--- src/rtl/vadd_launcher_pkg.sv ---
// Shared types and constants for the VecAdd launcher.
//   state_t        : launcher sequencing states
//   axil_wr_req_t  : single AXI-Lite write request (address + data)
//   ADDR_* / CTRL_START / DONE_BIT : VecAdd s_axi_control register map
//   ERR_*          : response error codes
package vadd_launcher_pkg;

    typedef enum logic [2:0] {
        IDLE,
        WR_NLO,
        WR_NHI,
        WR_START,
        POLL_AR,
        POLL_R,
        POLL_WAIT,
        RESP
    } state_t;

    localparam logic [4:0]  ADDR_CTRL  = 5'h00;
    localparam logic [4:0]  ADDR_N_LO  = 5'h10;
    localparam logic [4:0]  ADDR_N_HI  = 5'h14;
    localparam logic [31:0] CTRL_START = 32'h1;
    localparam int unsigned DONE_BIT   = 1;

    localparam logic [1:0] ERR_OK      = 2'd0;
    localparam logic [1:0] ERR_AXI     = 2'd1;
    localparam logic [1:0] ERR_TIMEOUT = 2'd2;

    typedef struct packed {
        logic [4:0]  addr;
        logic [31:0] data;
    } axil_wr_req_t;

endpackage

--- src/rtl/vadd_launcher_wr.sv ---
// One AXI-Lite write transaction (AW + W + B) per start pulse.
//   clk, rst_n          : clock, async active-low reset
//   start, req          : launch a write of req.data to req.addr
//   awvalid/awready/awaddr, wvalid/wready/wdata/wstrb : address and data channels
//   bvalid/bready/bresp : write response channel
//   done_c, resp_c      : B handshake this cycle, and its response code
// AW and W complete independently (their VALID drops on its own handshake);
// BREADY is only raised once both are complete, so B can never be taken early.
module axil_wr_single
    import vadd_launcher_pkg::*;
(
    input  logic         clk,
    input  logic         rst_n,
    input  logic         start,
    input  axil_wr_req_t req,
    output logic         awvalid,
    input  logic         awready,
    output logic [4:0]   awaddr,
    output logic         wvalid,
    input  logic         wready,
    output logic [31:0]  wdata,
    output logic [3:0]   wstrb,
    input  logic         bvalid,
    output logic         bready,
    input  logic [1:0]   bresp,
    output logic         done_c,
    output logic [1:0]   resp_c
);

    logic aw_hs_c;
    logic w_hs_c;
    logic aw_fin_c;
    logic w_fin_c;

    assign aw_hs_c  = awvalid && awready;
    assign w_hs_c   = wvalid && wready;
    // Channel finished: either already done earlier or handshaking now.
    assign aw_fin_c = aw_hs_c || !awvalid;
    assign w_fin_c  = w_hs_c || !wvalid;
    assign done_c   = bvalid && bready;
    assign resp_c   = bresp;
    assign wstrb    = 4'hF;

    // Channel sequencing for the single outstanding write.
    always_ff @(posedge clk or negedge rst_n) begin
        if (!rst_n) begin
            awvalid <= 1'b0;
            wvalid  <= 1'b0;
            bready  <= 1'b0;
            awaddr  <= '0;
            wdata   <= '0;
        end else if (start) begin
            awvalid <= 1'b1;
            wvalid  <= 1'b1;
            bready  <= 1'b0;
            awaddr  <= req.addr;
            wdata   <= req.data;
        end else begin
            if (aw_hs_c) awvalid <= 1'b0;
            if (w_hs_c)  wvalid  <= 1'b0;
            if ((awvalid || wvalid) && aw_fin_c && w_fin_c) bready <= 1'b1;
            if (done_c) bready <= 1'b0;
        end
    end

endmodule

--- src/rtl/vadd_launcher.sv ---
// Command-driven AXI-Lite master running one VecAdd kernel per command:
// writes n (lo, hi), writes ap_start, polls ap_done, returns status + latency.
//   ap_clk, ap_rst_n          : clock, async active-low reset
//   cmd_valid/cmd_ready/cmd_n : command in (64-bit element count)
//   rsp_valid/rsp_ready       : response out
//   rsp_err                   : 0 ok, 1 AXI error, 2 poll timeout
//   rsp_cycles                : poll-phase cycles, start B handshake to done R handshake
//   busy                      : high outside IDLE
//   m_axi_control_*           : AXI-Lite master to the VecAdd control slave
// Optional: define VADD_LAUNCHER_TIMEOUT_EN to bound polling by TIMEOUT_CYC cycles.
module vadd_launcher
    import vadd_launcher_pkg::*;
#(
    parameter int unsigned POLL_GAP    = 4,
    parameter int unsigned CNT_W       = 32,
    parameter int unsigned TIMEOUT_CYC = 1000000
) (
    input  logic             ap_clk,
    input  logic             ap_rst_n,
    input  logic             cmd_valid,
    output logic             cmd_ready,
    input  logic [63:0]      cmd_n,
    output logic             rsp_valid,
    input  logic             rsp_ready,
    output logic [1:0]       rsp_err,
    output logic [CNT_W-1:0] rsp_cycles,
    output logic             busy,
    output logic             m_axi_control_AWVALID,
    input  logic             m_axi_control_AWREADY,
    output logic [4:0]       m_axi_control_AWADDR,
    output logic             m_axi_control_WVALID,
    input  logic             m_axi_control_WREADY,
    output logic [31:0]      m_axi_control_WDATA,
    output logic [3:0]       m_axi_control_WSTRB,
    input  logic             m_axi_control_BVALID,
    output logic             m_axi_control_BREADY,
    input  logic [1:0]       m_axi_control_BRESP,
    output logic             m_axi_control_ARVALID,
    input  logic             m_axi_control_ARREADY,
    output logic [4:0]       m_axi_control_ARADDR,
    input  logic             m_axi_control_RVALID,
    output logic             m_axi_control_RREADY,
    input  logic [31:0]      m_axi_control_RDATA,
    input  logic [1:0]       m_axi_control_RRESP
);

    localparam int unsigned GAP_W = (POLL_GAP > 1) ? $clog2(POLL_GAP) : 1;

    state_t           state;
    logic [31:0]      n_hi_q;
    logic [CNT_W-1:0] cyc_cnt;
    logic [CNT_W-1:0] cyc_nxt_c;
    logic [GAP_W-1:0] gap_cnt;
    logic             gap_end_c;
    logic             in_poll_c;
    logic             wr_start_c;
    axil_wr_req_t     wr_req_c;
    logic             wr_done_c;
    logic [1:0]       wr_resp_c;
    logic             ar_hs_c;
    logic             r_hs_c;
    logic             to_hit_c;
    logic             unused_rdata;

    assign m_axi_control_ARADDR = ADDR_CTRL;
    assign ar_hs_c   = m_axi_control_ARVALID && m_axi_control_ARREADY;
    assign r_hs_c    = m_axi_control_RVALID && m_axi_control_RREADY;
    assign in_poll_c = (state == POLL_AR) || (state == POLL_R) || (state == POLL_WAIT);
    assign cyc_nxt_c = (&cyc_cnt) ? cyc_cnt : cyc_cnt + CNT_W'(1);
    // POLL_WAIT always lasts at least one cycle, so a gap of 0 behaves like 1.
    assign gap_end_c = (32'(gap_cnt) + 32'd1 >= POLL_GAP);
    assign unused_rdata = ^{m_axi_control_RDATA[31:DONE_BIT+1], m_axi_control_RDATA[DONE_BIT-1:0]};

`ifdef VADD_LAUNCHER_TIMEOUT_EN
    logic [31:0] to_cnt;

    // Poll-phase cycle count for the timeout, saturating.
    always_ff @(posedge ap_clk or negedge ap_rst_n) begin
        if (!ap_rst_n) begin
            to_cnt <= '0;
        end else if (state == WR_START && wr_done_c) begin
            to_cnt <= '0;
        end else if (in_poll_c && !(&to_cnt)) begin
            to_cnt <= to_cnt + 32'd1;
        end
    end

    assign to_hit_c = (to_cnt >= 32'(TIMEOUT_CYC));
`else
    logic unused_timeout_cyc;

    assign to_hit_c           = 1'b0;
    assign unused_timeout_cyc = ^32'(TIMEOUT_CYC);
`endif

    // Next write request: issued on the edge that enters the write state.
    always_comb begin
        wr_start_c = 1'b0;
        wr_req_c   = '{addr: ADDR_N_LO, data: cmd_n[31:0]};
        case (state)
            IDLE: wr_start_c = cmd_valid && cmd_ready;
            WR_NLO: if (wr_done_c && wr_resp_c == 2'b00) begin
                wr_start_c = 1'b1;
                wr_req_c   = '{addr: ADDR_N_HI, data: n_hi_q};
            end
            WR_NHI: if (wr_done_c && wr_resp_c == 2'b00) begin
                wr_start_c = 1'b1;
                wr_req_c   = '{addr: ADDR_CTRL, data: CTRL_START};
            end
            default: ;
        endcase
    end

    axil_wr_single u_wr (
        .clk     (ap_clk),
        .rst_n   (ap_rst_n),
        .start   (wr_start_c),
        .req     (wr_req_c),
        .awvalid (m_axi_control_AWVALID),
        .awready (m_axi_control_AWREADY),
        .awaddr  (m_axi_control_AWADDR),
        .wvalid  (m_axi_control_WVALID),
        .wready  (m_axi_control_WREADY),
        .wdata   (m_axi_control_WDATA),
        .wstrb   (m_axi_control_WSTRB),
        .bvalid  (m_axi_control_BVALID),
        .bready  (m_axi_control_BREADY),
        .bresp   (m_axi_control_BRESP),
        .done_c  (wr_done_c),
        .resp_c  (wr_resp_c)
    );

    // Launcher sequencing, poll channel and response registers.
    always_ff @(posedge ap_clk or negedge ap_rst_n) begin
        if (!ap_rst_n) begin
            state                 <= IDLE;
            cmd_ready             <= 1'b1;
            busy                  <= 1'b0;
            rsp_valid             <= 1'b0;
            rsp_err               <= ERR_OK;
            rsp_cycles            <= '0;
            n_hi_q                <= '0;
            cyc_cnt               <= '0;
            gap_cnt               <= '0;
            m_axi_control_ARVALID <= 1'b0;
            m_axi_control_RREADY  <= 1'b0;
        end else begin
            if (in_poll_c) cyc_cnt <= cyc_nxt_c;
            case (state)
                IDLE: if (cmd_valid) begin
                    n_hi_q    <= cmd_n[63:32];
                    cmd_ready <= 1'b0;
                    busy      <= 1'b1;
                    state     <= WR_NLO;
                end
                WR_NLO, WR_NHI, WR_START: if (wr_done_c) begin
                    if (wr_resp_c != 2'b00) begin
                        state      <= RESP;
                        rsp_valid  <= 1'b1;
                        rsp_err    <= ERR_AXI;
                        rsp_cycles <= '0;
                    end else if (state == WR_NLO) begin
                        state <= WR_NHI;
                    end else if (state == WR_NHI) begin
                        state <= WR_START;
                    end else begin
                        state                 <= POLL_AR;
                        m_axi_control_ARVALID <= 1'b1;
                        cyc_cnt               <= '0;
                    end
                end
                POLL_AR: if (ar_hs_c) begin
                    m_axi_control_ARVALID <= 1'b0;
                    m_axi_control_RREADY  <= 1'b1;
                    state                 <= POLL_R;
                end else if (to_hit_c) begin
                    m_axi_control_ARVALID <= 1'b0;
                    state                 <= RESP;
                    rsp_valid             <= 1'b1;
                    rsp_err               <= ERR_TIMEOUT;
                    rsp_cycles            <= cyc_nxt_c;
                end
                // The read in flight always completes before any timeout check.
                POLL_R: if (r_hs_c) begin
                    m_axi_control_RREADY <= 1'b0;
                    if (m_axi_control_RRESP != 2'b00) begin
                        state      <= RESP;
                        rsp_valid  <= 1'b1;
                        rsp_err    <= ERR_AXI;
                        rsp_cycles <= cyc_nxt_c;
                    end else if (m_axi_control_RDATA[DONE_BIT]) begin
                        state      <= RESP;
                        rsp_valid  <= 1'b1;
                        rsp_err    <= ERR_OK;
                        rsp_cycles <= cyc_nxt_c;
                    end else if (to_hit_c) begin
                        state      <= RESP;
                        rsp_valid  <= 1'b1;
                        rsp_err    <= ERR_TIMEOUT;
                        rsp_cycles <= cyc_nxt_c;
                    end else begin
                        state   <= POLL_WAIT;
                        gap_cnt <= '0;
                    end
                end
                POLL_WAIT: if (to_hit_c) begin
                    state      <= RESP;
                    rsp_valid  <= 1'b1;
                    rsp_err    <= ERR_TIMEOUT;
                    rsp_cycles <= cyc_nxt_c;
                end else if (gap_end_c) begin
                    state                 <= POLL_AR;
                    m_axi_control_ARVALID <= 1'b1;
                end else begin
                    gap_cnt <= gap_cnt + GAP_W'(1);
                end
                RESP: if (rsp_ready) begin
                    rsp_valid <= 1'b0;
                    cmd_ready <= 1'b1;
                    busy      <= 1'b0;
                    state     <= IDLE;
                end
                default: state <= IDLE;
            endcase
        end
    end

endmodule

--- config.mk ---
export PLATFORM = sky130hd
export DESIGN_NAME = vadd_launcher
export DESIGN_NICKNAME = d
export VERILOG_FILES = /design/src/rtl/vadd_launcher_pkg.sv /design/src/rtl/vadd_launcher_wr.sv /design/src/rtl/vadd_launcher.sv
export SDC_FILE = /design/constraint.sdc
export NUM_CORES = 1
export LEC_CHECK = 0
export CAP_MARGIN = 20
export CORE_MARGIN = 3
export CORE_UTILIZATION = 53
export DETAILED_ROUTE_END_ITERATION = 16
export PLACE_DENSITY_LB_ADDON = 0.1
export SYNTH_ARGS = -nofsm -noshare
export SYNTH_HDL_FRONTEND = slang
export SYNTH_SLANG_ARGS = --single-unit
--- constraint.sdc ---
create_clock -name ap_clk -period 5.97 [get_ports ap_clk]
set_input_delay 0.8955 -clock ap_clk [delete_from_list [all_inputs] [get_ports ap_clk]]
set_output_delay 0.8955 -clock ap_clk [all_outputs]
set_load 0.1 [all_outputs]
## Yosys cells after proc, flatten, opt, wreduce, memory -nomap -nowiden

Cells that the tools add are included.
Widths: inputs -> output; s select.

| cells by class | value |
|---|---|
| add/sub/neg operators | 3 |
| $lt $le $gt $ge | 1 |
| equality and inequality tests | 21 |
| mux-type cells | 70 |
| reduce and logical (&&, ||, !) cells | 40 |

Operators by type and width:

| operator | number |
|---|---|
| $mux 32 | 12 |
| $pmux 37 s2 | 1 |
| $pmux 32 s2 | 1 |
| $mux 37 | 1 |
| $mux 35 | 1 |
| $add 32x1->32 const B | 1 |
| $reduce_and 32->1 | 1 |
| $mux 1 | 27 |
| $mux 3 | 9 |
| $ne 2x2->1 const B | 13 |
| $mux 2 | 9 |
| $pmux 3 s6 | 1 |
| $reduce_bool 2->1 | 8 |
| $eq 3x3->1 const B | 4 |
| $reduce_and 6->1 | 2 |
| $reduce_and 5->1 | 2 |
| $logic_and 1x1->1 | 9 |
| $reduce_bool 3->1 | 3 |
| $pmux 1 s2 | 4 |
| $pmux 2 s2 | 2 |
| $reduce_and 7->1 | 1 |
| $eq 3x2->1 const B | 2 |
| $pmux 1 s3 | 2 |
| $reduce_and 3->1 | 2 |
| 12 further kinds | 17 |

| word-level totals | value |
|---|---|
| bits in registers | 148 |
| input bits | 109 |
| output and inout port bits | 88 |
| logic and storage cells | 151 |

## Logic depth before layout (Yosys ltp)

Gate-level depths: netlist of run 1.

| depth | value |
|---|---|
| depth in word-level cells | 9 |
| gate-level depth with buffers | 9 |
| depth with buffers taken out | 6 |

## By module

Synthesis of run 1 repeated with hierarchy kept, for this count alone.

| second synthesis, totals | value |
|---|---|
| cell total of the unflattened synthesis | 726 |
| area total of the unflattened synthesis | 7614.8 um^2 |

Modules (own cells, without submodules):

| module | times used | cells each | area an instance (um^2) |
|---|---|---|---|
| vadd_launcher | 1 | 630 | 6038.3 |
| axil_wr_single | 1 | 96 | 1576.5 |

## Worst setup path after synthesis of run 1

No wires, ideal clock.

| timing path | value |
|---|---|
| kind | input-to-reg |
| from | input port m_axi_control_RDATA[1] |
| to | register rsp_cycles[18] |
| setup time | 0.093 ns |
| arrival time | 2.392 ns |
| setup slack | 3.486 ns |
| stages | 7 |
| path buffers | 2 |
| cell sequence | or4b_1 a21o_1 o21ai_0 buf_2 buf_2 nand2_1 o31ai_2 |

| on the way | value |
|---|---|
| word-level cells in the longest chain between the ends | 2 |

RTL lines:

| item | line | RTL |
|---|---|---|
| from (decl) | vadd_launcher.sv:43 | `input logic [31:0] m_axi_control_RDATA,` |
| $ne 3x2->1 (no source line) | n/a |  |
| $reduce_and 5->1 (no source line) | n/a |  |
| to (signal assigned) | vadd_launcher.sv:181 | `rsp_cycles <= cyc_nxt_c;` |
| to (signal assigned) | vadd_launcher.sv:190 | `rsp_cycles <= cyc_nxt_c;` |
| to (signal assigned) | vadd_launcher.sv:195 | `rsp_cycles <= cyc_nxt_c;` |
| to (decl) | vadd_launcher.sv:26 | `output logic [CNT_W-1:0] rsp_cycles,` |

Every way passes these cells.
A chain may end at the register's enable or synchronous reset.

## Worst setup path after layout of run 1

| timing path | value |
|---|---|
| from | register state[2] |
| to | register rsp_cycles[23] |

| on the way | value |
|---|---|
| word-level cells in the longest chain between the ends | 4 |
| elaborated cells between the ends (all ways) | 12 |
| classes of those cells | 8 x eq/ne; 1 x mux; 3 x reduce/logical |

RTL lines:

| item | line | RTL |
|---|---|---|
| from (decl) | vadd_launcher.sv:49 | `state_t state;` |
| from (signal assigned) | vadd_launcher.sv:136 | `state <= IDLE;` |
| from (signal assigned) | vadd_launcher.sv:154 | `state <= WR_NLO;` |
| from (signal assigned) | vadd_launcher.sv:158 | `state <= RESP;` |
| $eq 3x1->1 / $eq 3x2->1 (equally long branches) | vadd_launcher.sv:149 | `case (state)` |
| $reduce_or 3->1 | vadd_launcher.sv:149 |  |
| $ne 2x2->1 (no source line) / $reduce_bool 2->1 (equally long branches) | n/a |  |
| $reduce_and 5->1 (no source line) | n/a |  |

Several ways; a longest one is shown, not always the timed one.

==> results of run 1 <==
cell usage in the layout (no fill, tap or decap), types with 7 or more instances in the layout:
cell type / n
sky130_fd_sc_hd__clkdlybuf4s50_1: 151
sky130_fd_sc_hd__dfrtp_1: 143
sky130_fd_sc_hd__nand2_1: 72
sky130_fd_sc_hd__and3_1: 38
sky130_fd_sc_hd__mux2_2: 34
sky130_fd_sc_hd__xnor2_1: 33
sky130_fd_sc_hd__a21oi_1: 31
sky130_fd_sc_hd__a221o_1: 31
sky130_fd_sc_hd__o21ai_0: 29
sky130_fd_sc_hd__nor2_1: 23
sky130_fd_sc_hd__clkbuf_16: 17
sky130_fd_sc_hd__nor3_1: 14
sky130_fd_sc_hd__conb_1: 13
sky130_fd_sc_hd__a31oi_1: 12
sky130_fd_sc_hd__nand3_1: 11
sky130_fd_sc_hd__a211oi_1: 11
sky130_fd_sc_hd__nand2b_1: 10
sky130_fd_sc_hd__o31ai_1: 10
sky130_fd_sc_hd__and4_1: 8
sky130_fd_sc_hd__buf_4: 8
sky130_fd_sc_hd__nand4_1: 7
sky130_fd_sc_hd__inv_1: 7
where the power goes:
part | switching [mW] | internal [mW] | total (mW)
clock | 0.422 | 0.794 | 1.22
sequential | 0.376 | 1.35 | 1.73
combinational | 1.97 | 0.782 | 2.75
total | 2.77 | 2.93 | 5.69
stage by stage:
| stage | cells | worst slack (ps) | power (mW) |
|---|---|---|---|
| after floorplan | 696 | 3490 | 3.81 |
| final | 1003 | 2950 | 5.69 |
| after global placement | 969 | 2560 | 4.42 |
| after CTS | 1002 | 2930 | 5.72 |
| after detailed placement | 970 | 2490 | 4.49 |
| after global routing | 1003 | 2710 | 5.97 |
registers in the layout, summed over array words and instances, names as in the netlist:
| register | cells |
|---|---|
| m_axi_control_RREADY | 1 |
| n_hi_q | 32 |
| u_wr.awvalid | 1 |
| cyc_cnt | 32 |
| m_axi_control_ARVALID | 1 |
| u_wr.wvalid | 1 |
| gap_cnt | 2 |
| rsp_valid | 1 |
| u_wr.awaddr | 2 |
| busy | 1 |
| rsp_err | 1 |
| u_wr.wdata | 32 |
| u_wr.bready | 1 |
| rsp_cycles | 32 |
| state | 3 |
| cmd_ready | 1 |
area by class of cell:
class / instances / share of cell area
Multi-Input combinational cell: 482 / 0.356
Tap cell: 176 / 0.0230
Clock buffer: 18 / 0.0460
Timing Repair Buffer: 162 / 0.170
Inverter: 7 / 0.00275
Clock inverter: 14 / 0.0249
Sequential cell: 144 / 0.377
worst min path at each step:
stage                               startpoint                    endpoint  slack, ps  cells after the start
floorplan               gap_cnt[1]$_DFFE_PN0P_      gap_cnt[1]$_DFFE_PN0P_        450                      2
global placement    u_wr.awaddr[2]$_DFFE_PN0P_  u_wr.awaddr[2]$_DFFE_PN0P_        460                      2
detailed placement  rsp_cycles[14]$_DFFE_PN0P_  rsp_cycles[14]$_DFFE_PN0P_        470                      2
CTS                 rsp_cycles[14]$_DFFE_PN0P_  rsp_cycles[14]$_DFFE_PN0P_        480                      2
global route        rsp_cycles[15]$_DFFE_PN0P_  rsp_cycles[15]$_DFFE_PN0P_        500                      2
finish              rsp_cycles[14]$_DFFE_PN0P_  rsp_cycles[14]$_DFFE_PN0P_        470                      2
logic make-up after synthesis:
| group | synth area share |
|---|---|
| DFF | 0.494 |
| buffers and inverters | 0.0499 |
| xor gates and xnor gates | 0.0456 |
| and+or+nand+nor | 0.179 |
| other | 0.00103 |
| adders and majority gates | 0.00480 |
| muxes | 0.0593 |
| AOI/OAI and AO/OA | 0.166 |
synth_stat cells (all sizes together) (7+ instances only):
| library cell | instances |
|---|---|
| mux2 | 34 |
| buf | 35 |
| o21ai | 35 |
| a221o | 31 |
| dfrtp | 143 |
| nand3 | 12 |
| xnor2 | 33 |
| nand2 | 72 |
| a21oi | 32 |
| inv | 7 |
| and4 | 9 |
| a211oi | 11 |
| clkbuf | 28 |
| a31oi | 12 |
| nor3 | 15 |
| nor4 | 9 |
| o31ai | 14 |
| and3 | 38 |
| nand4 | 10 |
| nand2b | 10 |
| nor2 | 24 |
worst min-delay path, delay by kind of cell, from the launching register on:
kind,cells,cell delay (ps)
AO/OA/AOI/OAI,1,50
AND/OR/NAND/NOR,1,50
flip-flops,1,340
per-layer routing:
metal / global-route usage / vias to the layer above / wire, µm
met5: 0 / - / 0
met2: 0.400 / 216 / 8620
met4: 0.0927 / 0 / 356
li1: - / 2756 / -
met1: 0.316 / 2830 / 7610
met3: 0.0901 / 24 / 1600
==> impl_metrics.csv, run 1 <==
group,metric,value,unit
drt,route.final.wire_length,18200,µm
min_path,min_path_type,"reg2reg",
worst_setup_path,worst_setup_path_startpoint,"state[2]$_DFFE_PN0P_",
drt,firstDrtPassIters,5,
clocking,number_of_setup_buffers_added_after_cts,0,
clocking,cts_buffer_depth,2,
timing,fmax,332,MHz
logic_synthesis,ys_seq_elements,144,
grt,global_route.usage.total,0.251,
worst_setup_path,critPathTopFamily,"simple AND/OR/NAND/NOR gates",
worst_setup_path,critical_path.slowest_cell,"sky130_fd_sc_hd__or3b_2",
clocking,numCtsBuffers,17,
logic_synthesis,synth_async_sr_flop_share,1.00,
timing,maxSlewHeadroom,0.303,
worst_setup_path,reg2reg_from,"state[2]$_DFFE_PN0P_",
timing,clock-skew-final,8.31,ps
placed_design,gp_congestion,0.952,
timing,slew_viol_final,0,
placed_design,dp_hpwl,12300,µm
floorplan,die_x,123,µm
clocking,holdBufCountCts,0,
pwr,power.ir.vdd_worst,0.368,mV
clocking,post_cts_resize_count,0,
drt,drt-vias-per-instance,5.81,
finish,final_design_area_no_fill,9560,µm²
worst_setup_path,cp.buffers_inverters,0,
worst_setup_path,timing.critical_path.from_type,"register",
finish,post-route-util,0.716,
finish,drive_above_1_share,0.134,
logic_synthesis,yosys_warnings,0,
grt,grt_max_degree,92,
timing,min_period_over_period,0.505,
floorplan,ios,197,
timing,worst_slew_pin_slew,1040,ps
timing,setup_viol_count_final,0,
finish,fillerInstances,999,
pwr,leakage,4.00,nW
clocking,clock_sink_count,144,
logic_synthesis,syn-mean-instance-area,10.7,µm²
pwr,pwr_density_cell,596,nW/µm²
timing,finalCriticalPeriod,3020,ps
worst_setup_path,crit_path_max_fanout,27,
drt,number_of_antenna_violating_nets_in_the_routed_design,0,
finish,area_used_by_multi_input_combinational_logic,3400,µm²
floorplan,die_height,123,µm
clocking,clock_insertion_delay_worst_skew,420,ps
placed_design,dpl_cell_area,8850,µm²
worst_setup_path,critical_path_cell_count,4,
clocking,cts_tree,"built",
worst_setup_path,crit_path_cell_trace,"nand3b_1, or3b_2, or3b_1, nand3_1",
logic_synthesis,synth_top_cell_by_area,"sky130_fd_sc_hd__dfrtp_1",
worst_setup_path,worst-r2r-cell-count,4,
drt,route.detailed.wl_per_inst,18.1,µm
worst_setup_path,criticalPathCategory,"reg2reg",
logic_synthesis,synthesis.area,7300,µm²
logic_synthesis,synth.top_cells.by_area,"sky130_fd_sc_hd__dfrtp_1 49%, sky130_fd_sc_hd__mux2_2 5.2%, sky130_fd_sc_hd__a221o_1 4.3%, sky130_fd_sc_hd__xnor2_1 4.0%, sky130_fd_sc_hd__nand2_1 3.7%",
logic_synthesis,ys_types,69,
floorplan,floorplan.initialDensity,0.547,
drt,vias,5826,
floorplan,dieArea,15200,µm²
floorplan,site_rows,42,
finish,flip_flop_and_latch_area,3600,µm²
grt,first_pass_grt_wire_length,30000,µm
timing,rsz0062_at_grt,"false",
run,max_cap_viol_count,0,
timing,fin_tns_setup,0,ps
placed_design,i_o_buffers,152,
finish,design.final.nets,925,
logic_synthesis,sequential_area_share_after_synthesis,0.494,
finish,n_antenna_cell,0,
clocking,clk_pin_slew,60,ps
worst_setup_path,timing.critical_path.slowest_cell_delay,900,ps
worst_setup_path,crit_arrival,3370,ps
worst_setup_path,crit_path_end_kind,"register",
timing,final.hold.worst_slack,471,ps
worst_setup_path,r2r-end,"rsp_cycles[23]$_DFFE_PN0P_",
grt,grt_antenna_before_repair,0,
logic_synthesis,yosysTopAreaCellShare,0.490,
floorplan,floorplan.core_area,13300,µm²
logic_synthesis,postSynthCellCount,685,
clocking,clockRootBuffer,"sky130_fd_sc_hd__clkbuf_16",
worst_setup_path,cp-endpoint,"rsp_cycles[23]$_DFFE_PN0P_",
grt,grt_overflow,0,
logic_synthesis,edff_count_synth,0,
worst_setup_path,timing.reg2reg.setup_slack,2950,ps
logic_synthesis,dominantRegCellSynth,"sky130_fd_sc_hd__dfrtp_1",
clocking,clock_tree.htree_level_count,4,
outcome,status,"completed",
worst_setup_path,worst_endpoint_required_time,6330,ps
finish,flow.area_growth_from_synthesis,31.0,%
timing,hold_vio_cnt_final,0,
grt,grt_pass1_vias,5899,
drt,drt-initial-drc-count,394,
drt,drt_drc_violations_left,0,
No activity file was read; power rests on OpenSTA's default activity.
==> run 2, diff against run 1 <==
CORE_UTILIZATION = 49   (was 53)
clock period = 3 ns   (was 5.97 ns; I/O delays follow)
==> run 2 against run 1 <==
  * Clock power increased by 71%
  * Die area is 7.8% higher
  * Clock-buffer cell count grew 3
  * Combinational power grew 97%
  * Flip-flop and latch count unchanged
  * Sequential power increased by 97%
  * Total power is 92% higher
  * Global-route usage down 2.2 points
  * Cell area is 2.6% lower
==> impl_metrics.csv, run 2 (synthesis results as in run 1) <==
group,metric,value,unit
placed_design,dp_hpwl,12400,µm
floorplan,die_x,128,µm
min_path,min_path_type,"in2async",
worst_setup_path,crit_path_end_kind,"register",
drt,drt_drc_violations_left,0,
finish,drive_above_1_share,0.227,
grt,global_route.usage.total,0.229,
timing,hold_vio_cnt_final,0,
drt,route.final.wire_length,18100,µm
clocking,clock_sink_count,144,
grt,first_pass_grt_wire_length,29900,µm
timing,fin_tns_setup,0,ps
timing,setup_viol_count_final,0,
drt,vias,5799,
worst_setup_path,timing.critical_path.from_type,"register",
drt,number_of_antenna_violating_nets_in_the_routed_design,0,
outcome,status,"completed",
worst_setup_path,timing.reg2reg.setup_slack,570,ps
drt,route.detailed.wl_per_inst,17.9,µm
floorplan,die_height,128,µm
finish,flow.area_growth_from_synthesis,27.5,%
timing,clock-skew-final,7.60,ps
timing,rsz0062_at_grt,"false",
placed_design,placed_cells_incl_taps,980,
clocking,number_of_setup_buffers_added_after_cts,0,
finish,final_cell_mix,"143 x sky130_fd_sc_hd__dfrtp_1, 89 x sky130_fd_sc_hd__buf_4, 76 x sky130_fd_sc_hd__clkdlybuf4s50_1",
drt,drt-initial-drc-count,359,
timing,finalCriticalPeriod,2430,ps
drt,drt-vias-per-instance,5.74,
clocking,post_cts_resize_count,0,
pwr,finalPower,10.9,mW
drt,firstDrtPassIters,5,
floorplan,site_rows,43,
clocking,clockRootBuffer,"sky130_fd_sc_hd__clkbuf_16",
finish,finish.cell_count_without_fillers,1011,
pwr,leakage,4.10,nW
finish,design.final.nets,930,
placed_design,gp_congestion,0.847,
timing,worst_slew_pin_slew,759,ps
placed_design,place_ws,399,ps
grt,grt_pass1_vias,5907,
worst_setup_path,worst_endpoint_required_time,3330,ps
worst_setup_path,criticalPathCategory,"reg2reg",
timing,slew_viol_final,0,
floorplan,floorplan.core_area,14200,µm²
clocking,cts_buffer_depth,2,
finish,fillerInstances,1160,
floorplan,ios,197,
clocking,holdBufCountCts,0,
finish,leading_cell_type_in_the_layout_fill_and_taps_excluded,"sky130_fd_sc_hd__dfrtp_1",
pwr,power.ir.vdd_worst,0.758,mV
clocking,clock_insertion_delay_worst_skew,420,ps
timing,min_period_over_period,0.810,
clocking,clock_tree.htree_level_count,4,
floorplan,floorplan.initialDensity,0.514,
finish,post-route-util,0.655,
clocking,clk_pin_slew,60,ps
timing,fmax,412,MHz
clocking,cts_tree,"built",
floorplan,dieArea,16400,µm²
timing,layout_setup_ws,571,ps
pwr,pwr_density_cell,1170,nW/µm²
grt,grt_max_degree,82,
worst_setup_path,crit_path_max_fanout,13,
worst_setup_path,crit_arrival,2760,ps
grt,grt_overflow,0,
run,max_cap_viol_count,0,
timing,maxSlewHeadroom,0.494,
grt,grt_antenna_before_repair,0,
placed_design,i_o_buffers,152,
clocking,numCtsBuffers,17,
finish,n_antenna_cell,0,
==> run 2: cell types whose count changed in the layout (fill, tap and decap cells not counted) <==
cell,delta
sky130_fd_sc_hd__clkinv_4,-2
sky130_fd_sc_hd__clkbuf_8,+3
sky130_fd_sc_hd__o21ai_2,-1
sky130_fd_sc_hd__bufinv_16,-4
sky130_fd_sc_hd__clkinv_2,+2
sky130_fd_sc_hd__buf_4,+81
sky130_fd_sc_hd__buf_16,-1
sky130_fd_sc_hd__buf_12,+1
sky130_fd_sc_hd__clkdlybuf4s50_1,-75
sky130_fd_sc_hd__buf_8,-1
sky130_fd_sc_hd__o21ai_1,+1
==> run 2: final cells by class <==
cell class / count / area [µm²] / share of cell area
sequential: 144 / 3600 / 0.387
multi-input combinational: 482 / 3400 / 0.365
timing repair buffer: 167 / 1460 / 0.157
clock buffer: 21 / 480 / 0.0516
inverter: 7 / 26.3 / 0.00282
tap: 180 / 225 / 0.0242
clock inverter: 10 / 110 / 0.0118
==> run 2: report_power, final <==
group | switching (mW) | internal, mW
registers | 0.714 | 2.69
clock network | 0.792 | 1.30
logic | 3.97 | 1.47
total | 5.47 | 5.46
==> run 2: stage by stage <==
step	hold slack (ps)	cell area, µm²
CTS	100	9310
global route	126	9310
finish	67.1	9310
global placement	462	8720
detailed placement	469	8720
floorplan	154	7340
==> run 2: critical path: stages, from the launching register on <==
cell and delay [ps]:
sky130_fd_sc_hd__dfrtp_1 450, sky130_fd_sc_hd__ha_1 310, sky130_fd_sc_hd__nand4_4 180, sky130_fd_sc_hd__or4_4 730, sky130_fd_sc_hd__nor4_4 360, sky130_fd_sc_hd__xnor2_1 120
sky130_fd_sc_hd__o31ai_2 180
==> run 2: final timing paths <==
| check | depth (start not counted) | end | start |
|---|---|---|---|
| max | 6 | rsp_cycles[30]$_DFFE_PN0P_ | cyc_cnt[0]$_DFF_PN0_ |
| min | 1 | rsp_cycles[1]$_DFFE_PN0P_ | ap_rst_n |
| max reg2reg | 6 | rsp_cycles[30]$_DFFE_PN0P_ | cyc_cnt[0]$_DFF_PN0_ |
| min reg2reg | 2 | rsp_cycles[20]$_DFFE_PN0P_ | rsp_cycles[20]$_DFFE_PN0P_ |
| max in group asynchronous | 2 | cmd_ready$_DFFE_PN1P_ | ap_rst_n |
| min in group ap_clk | 2 | rsp_cycles[20]$_DFFE_PN0P_ | rsp_cycles[20]$_DFFE_PN0P_ |
==> run 2: routing by layer <==
metal,global-route usage,routed length [µm],vias to the layer above
met5,0,0,-
met4,0.0762,263,0
met3,0.0833,1450,23
met2,0.371,8780,178
met1,0.285,7600,2829
li1,-,-,2769
==> run 3, diff against run 2 <==
CORE_UTILIZATION = 44   (was 49)
clock period = 2 ns   (was 3 ns; I/O delays follow)
==> run 3 against run 2 <==
  * The run now ends with negative setup slack left
  * First-iteration DRC count is 10% higher
  * Hold slack gained 330 ps
  * Cell area grew 15%
  * Routed wire length increased by 15%
  * Total power rose by 64%
  * Combinational power rose by 76%
  * Sequential share of layout area fell by 5.1 points
  * Flip-flop and latch count is the same
  * Non-clock buffer count grew 107
  * Largest cell class is now multi-input gates
==> impl_metrics.csv, run 3 (synthesis results as in run 1) <==
group,metric,value,unit
placed_design,placed_cells_incl_taps,1104,
drt,drt_drc_violations_left,0,
drt,route.final.wire_length,20800,µm
drt,number_of_antenna_violating_nets_in_the_routed_design,0,
worst_setup_path,crit_arrival,2480,ps
grt,global_route.usage.met2,0.382,
grt,grt_antenna_before_repair,0,
worst_setup_path,crit_path_end_kind,"register",
placed_design,dp_hpwl,14300,µm
floorplan,floorplan.initialDensity,0.454,
finish,flow.area_growth_from_synthesis,47.2,%
drt,drt-vias-per-instance,5.50,
grt,grt.met1_usage,0.287,
floorplan,die_height,135,µm
outcome,violations,"negative setup slack",
timing,fin_tns_setup,-577,ps
floorplan,die_x,135,µm
clocking,clock_tree.htree_level_count,4,
worst_setup_path,worst_setup_path_startpoint,"cyc_cnt[0]$_DFF_PN0_",
placed_design,gp_congestion,0.903,
pwr,pwr_density_cell,1670,nW/µm²
pwr,finalPower,17.9,mW
floorplan,ios,197,
floorplan,site_rows,46,
drt,vias,6359,
grt,grt_pass1_vias,6472,
pwr,power.share.switching,0.484,
placed_design,i_o_buffers,152,
finish,design.final.nets,1039,
worst_setup_path,timing.critical_path.from_type,"register",
floorplan,dieArea,18200,µm²
worst_setup_path,crit_path_max_fanout,5,
grt,global_route.usage.total,0.232,
finish,final_cell_mix,"171 x sky130_fd_sc_hd__buf_4, 135 x sky130_fd_sc_hd__dfrtp_1, 76 x sky130_fd_sc_hd__clkdlybuf4s50_1",
timing,hold_vio_cnt_final,0,
drt,route.detailed.wl_per_inst,18.0,µm
floorplan,floorplan.core_area,16100,µm²
pwr,seqPwrFrac,0.273,
worst_setup_path,criticalPathCategory,"reg2reg",
pwr,p_int,9.24,mW
pwr,total_switching_power,8.67,mW
timing,rsz0062_at_grt,"true",
clocking,cts_buffer_depth,2,
finish,finish.cell_count_without_fillers,1157,
clocking,clock_insertion_delay_worst_skew,420,ps
worst_setup_path,worst-r2r-cell-count,9,
clocking,clk_pin_slew,60,ps
pwr,leakage,4.76,nW
timing,fmax,472,MHz
clocking,numCtsBuffers,17,
grt,grt_overflow,0,
clocking,clockRootBuffer,"sky130_fd_sc_hd__clkbuf_16",
timing,setup_viol_count_final,17,
timing,clock-skew-final,7.30,ps
timing,slew_viol_final,0,
grt,busiest_metal_layer_after_global_routing,"met2",
finish,leading_cell_type_in_the_layout_fill_and_taps_excluded,"sky130_fd_sc_hd__buf_4",
clocking,cts_tree,"built",
timing,finalCriticalPeriod,2120,ps
pwr,power.clock.fraction,0.195,
worst_setup_path,reg2reg_from,"cyc_cnt[0]$_DFF_PN0_",
drt,drt-initial-drc-count,395,
run,max_cap_viol_count,0,
outcome,status,"finished with violations",
finish,n_antenna_cell,0,
finish,drive_above_1_share,0.365,
grt,grt_max_degree,49,
grt,gr-usage-met3,0.0741,
timing,layout_setup_ws,-118,ps
drt,firstDrtPassIters,5,
pwr,combinational_power_share,0.533,
clocking,clock_sink_count,144,
pwr,power.ir.vdd_worst,1.07,mV
timing,min_period_over_period,1.06,
min_path,min_path_type,"in2async",
worst_setup_path,worst_endpoint_required_time,2360,ps
grt,first_pass_grt_wire_length,33400,µm
==> run 3: cell count changes in the layout (fill, tap and decap cells not counted), sizes merged <==
cell / before / now
inv: 7 / 10
buf: 91 / 197
clkinvlp: 4 / 2
or4: 2 / 3
a211o: 2 / 3
dlygate4sd3: 0 / 1
bufinv: 2 / 4
clkinv: 4 / 2
==> run 3: what timing repair did <==
action / CTS / global route
gates resized for setup: 22 / 66
endpoints found under the setup margin: 44 / 57
setup buffers: 11 / 8
gates cloned: 2 / 1
pin swaps: 14 / 42
endpoints found under the hold margin: 44 / 0
hold buffers: 1 / 0
==> run 3: stage by stage <==
stage / hold WS (ps) / worst slack, ps / util / area (µm²)
3_5_place_dp: 282 / -210 / 0.595 / 9550
3_3_place_gp: 286 / -161 / 0.595 / 9550
5_1_grt: 435 / -165 / 0.669 / 10700
6_report: 398 / -118 / 0.669 / 10700
4_1_cts: 411 / -88.7 / 0.649 / 10400
2_1_floorplan: 4.41 / -37.9 / - / 7360
==> run 3: area by class of cell <==
type                            count  area [µm²]
Sequential cell                   144        3610
Timing Repair Buffer              274        2450
Clock buffer                       21         480
Tap cell                          216         270
Inverter                            7        26.3
Multi-Input combinational cell    484        3730
Fill cell                        1219        5320
Clock inverter                     11         175
==> run 3: metal layers <==
metal  part of all wire  routed length (µm)
met1               0.41                8550
met4              0.023                 479
met2               0.49               10200
met5                  0                   0
met3              0.076                1580
==> run 3: worst max-delay path, cell delays in order, from the launching register on <==
cell	delay, ps
sky130_fd_sc_hd__dfrtp_2	420
sky130_fd_sc_hd__ha_4	180
sky130_fd_sc_hd__nand4_4	80
sky130_fd_sc_hd__buf_6	110
sky130_fd_sc_hd__nor4_4	30
sky130_fd_sc_hd__buf_4	150
sky130_fd_sc_hd__buf_6	120
sky130_fd_sc_hd__a211o_4	350
sky130_fd_sc_hd__or4_1	530
sky130_fd_sc_hd__nand2_1	70
==> run 3: path summary, 6_finish.rpt <==
path | to | slack, ps
min reg2reg | rsp_cycles[5]$_DFFE_PN0P_ | 480
max reg2reg | cyc_cnt[17]$_DFF_PN0_ | -120
max | cyc_cnt[17]$_DFF_PN0_ | -120
max in group asynchronous | cyc_cnt[26]$_DFF_PN0_ | 930
min | rsp_cycles[2]$_DFFE_PN0P_ | 400
min in group ap_clk | rsp_cycles[5]$_DFFE_PN0P_ | 480
==> run 3: power groups by stage <==
| stage | registers [mW] | logic, mW | clock network (mW) |
|---|---|---|---|
| final | 4.88 | 9.55 | 3.49 |
| after CTS | 4.87 | 9.40 | 3.55 |
| after floorplan | 8.57 | 2.83 | 0 |
| after global routing | 5.04 | 10.1 | 3.70 |
| after global placement | 4.84 | 9.18 | 0 |
| after detailed placement | 4.89 | 9.32 | 0 |
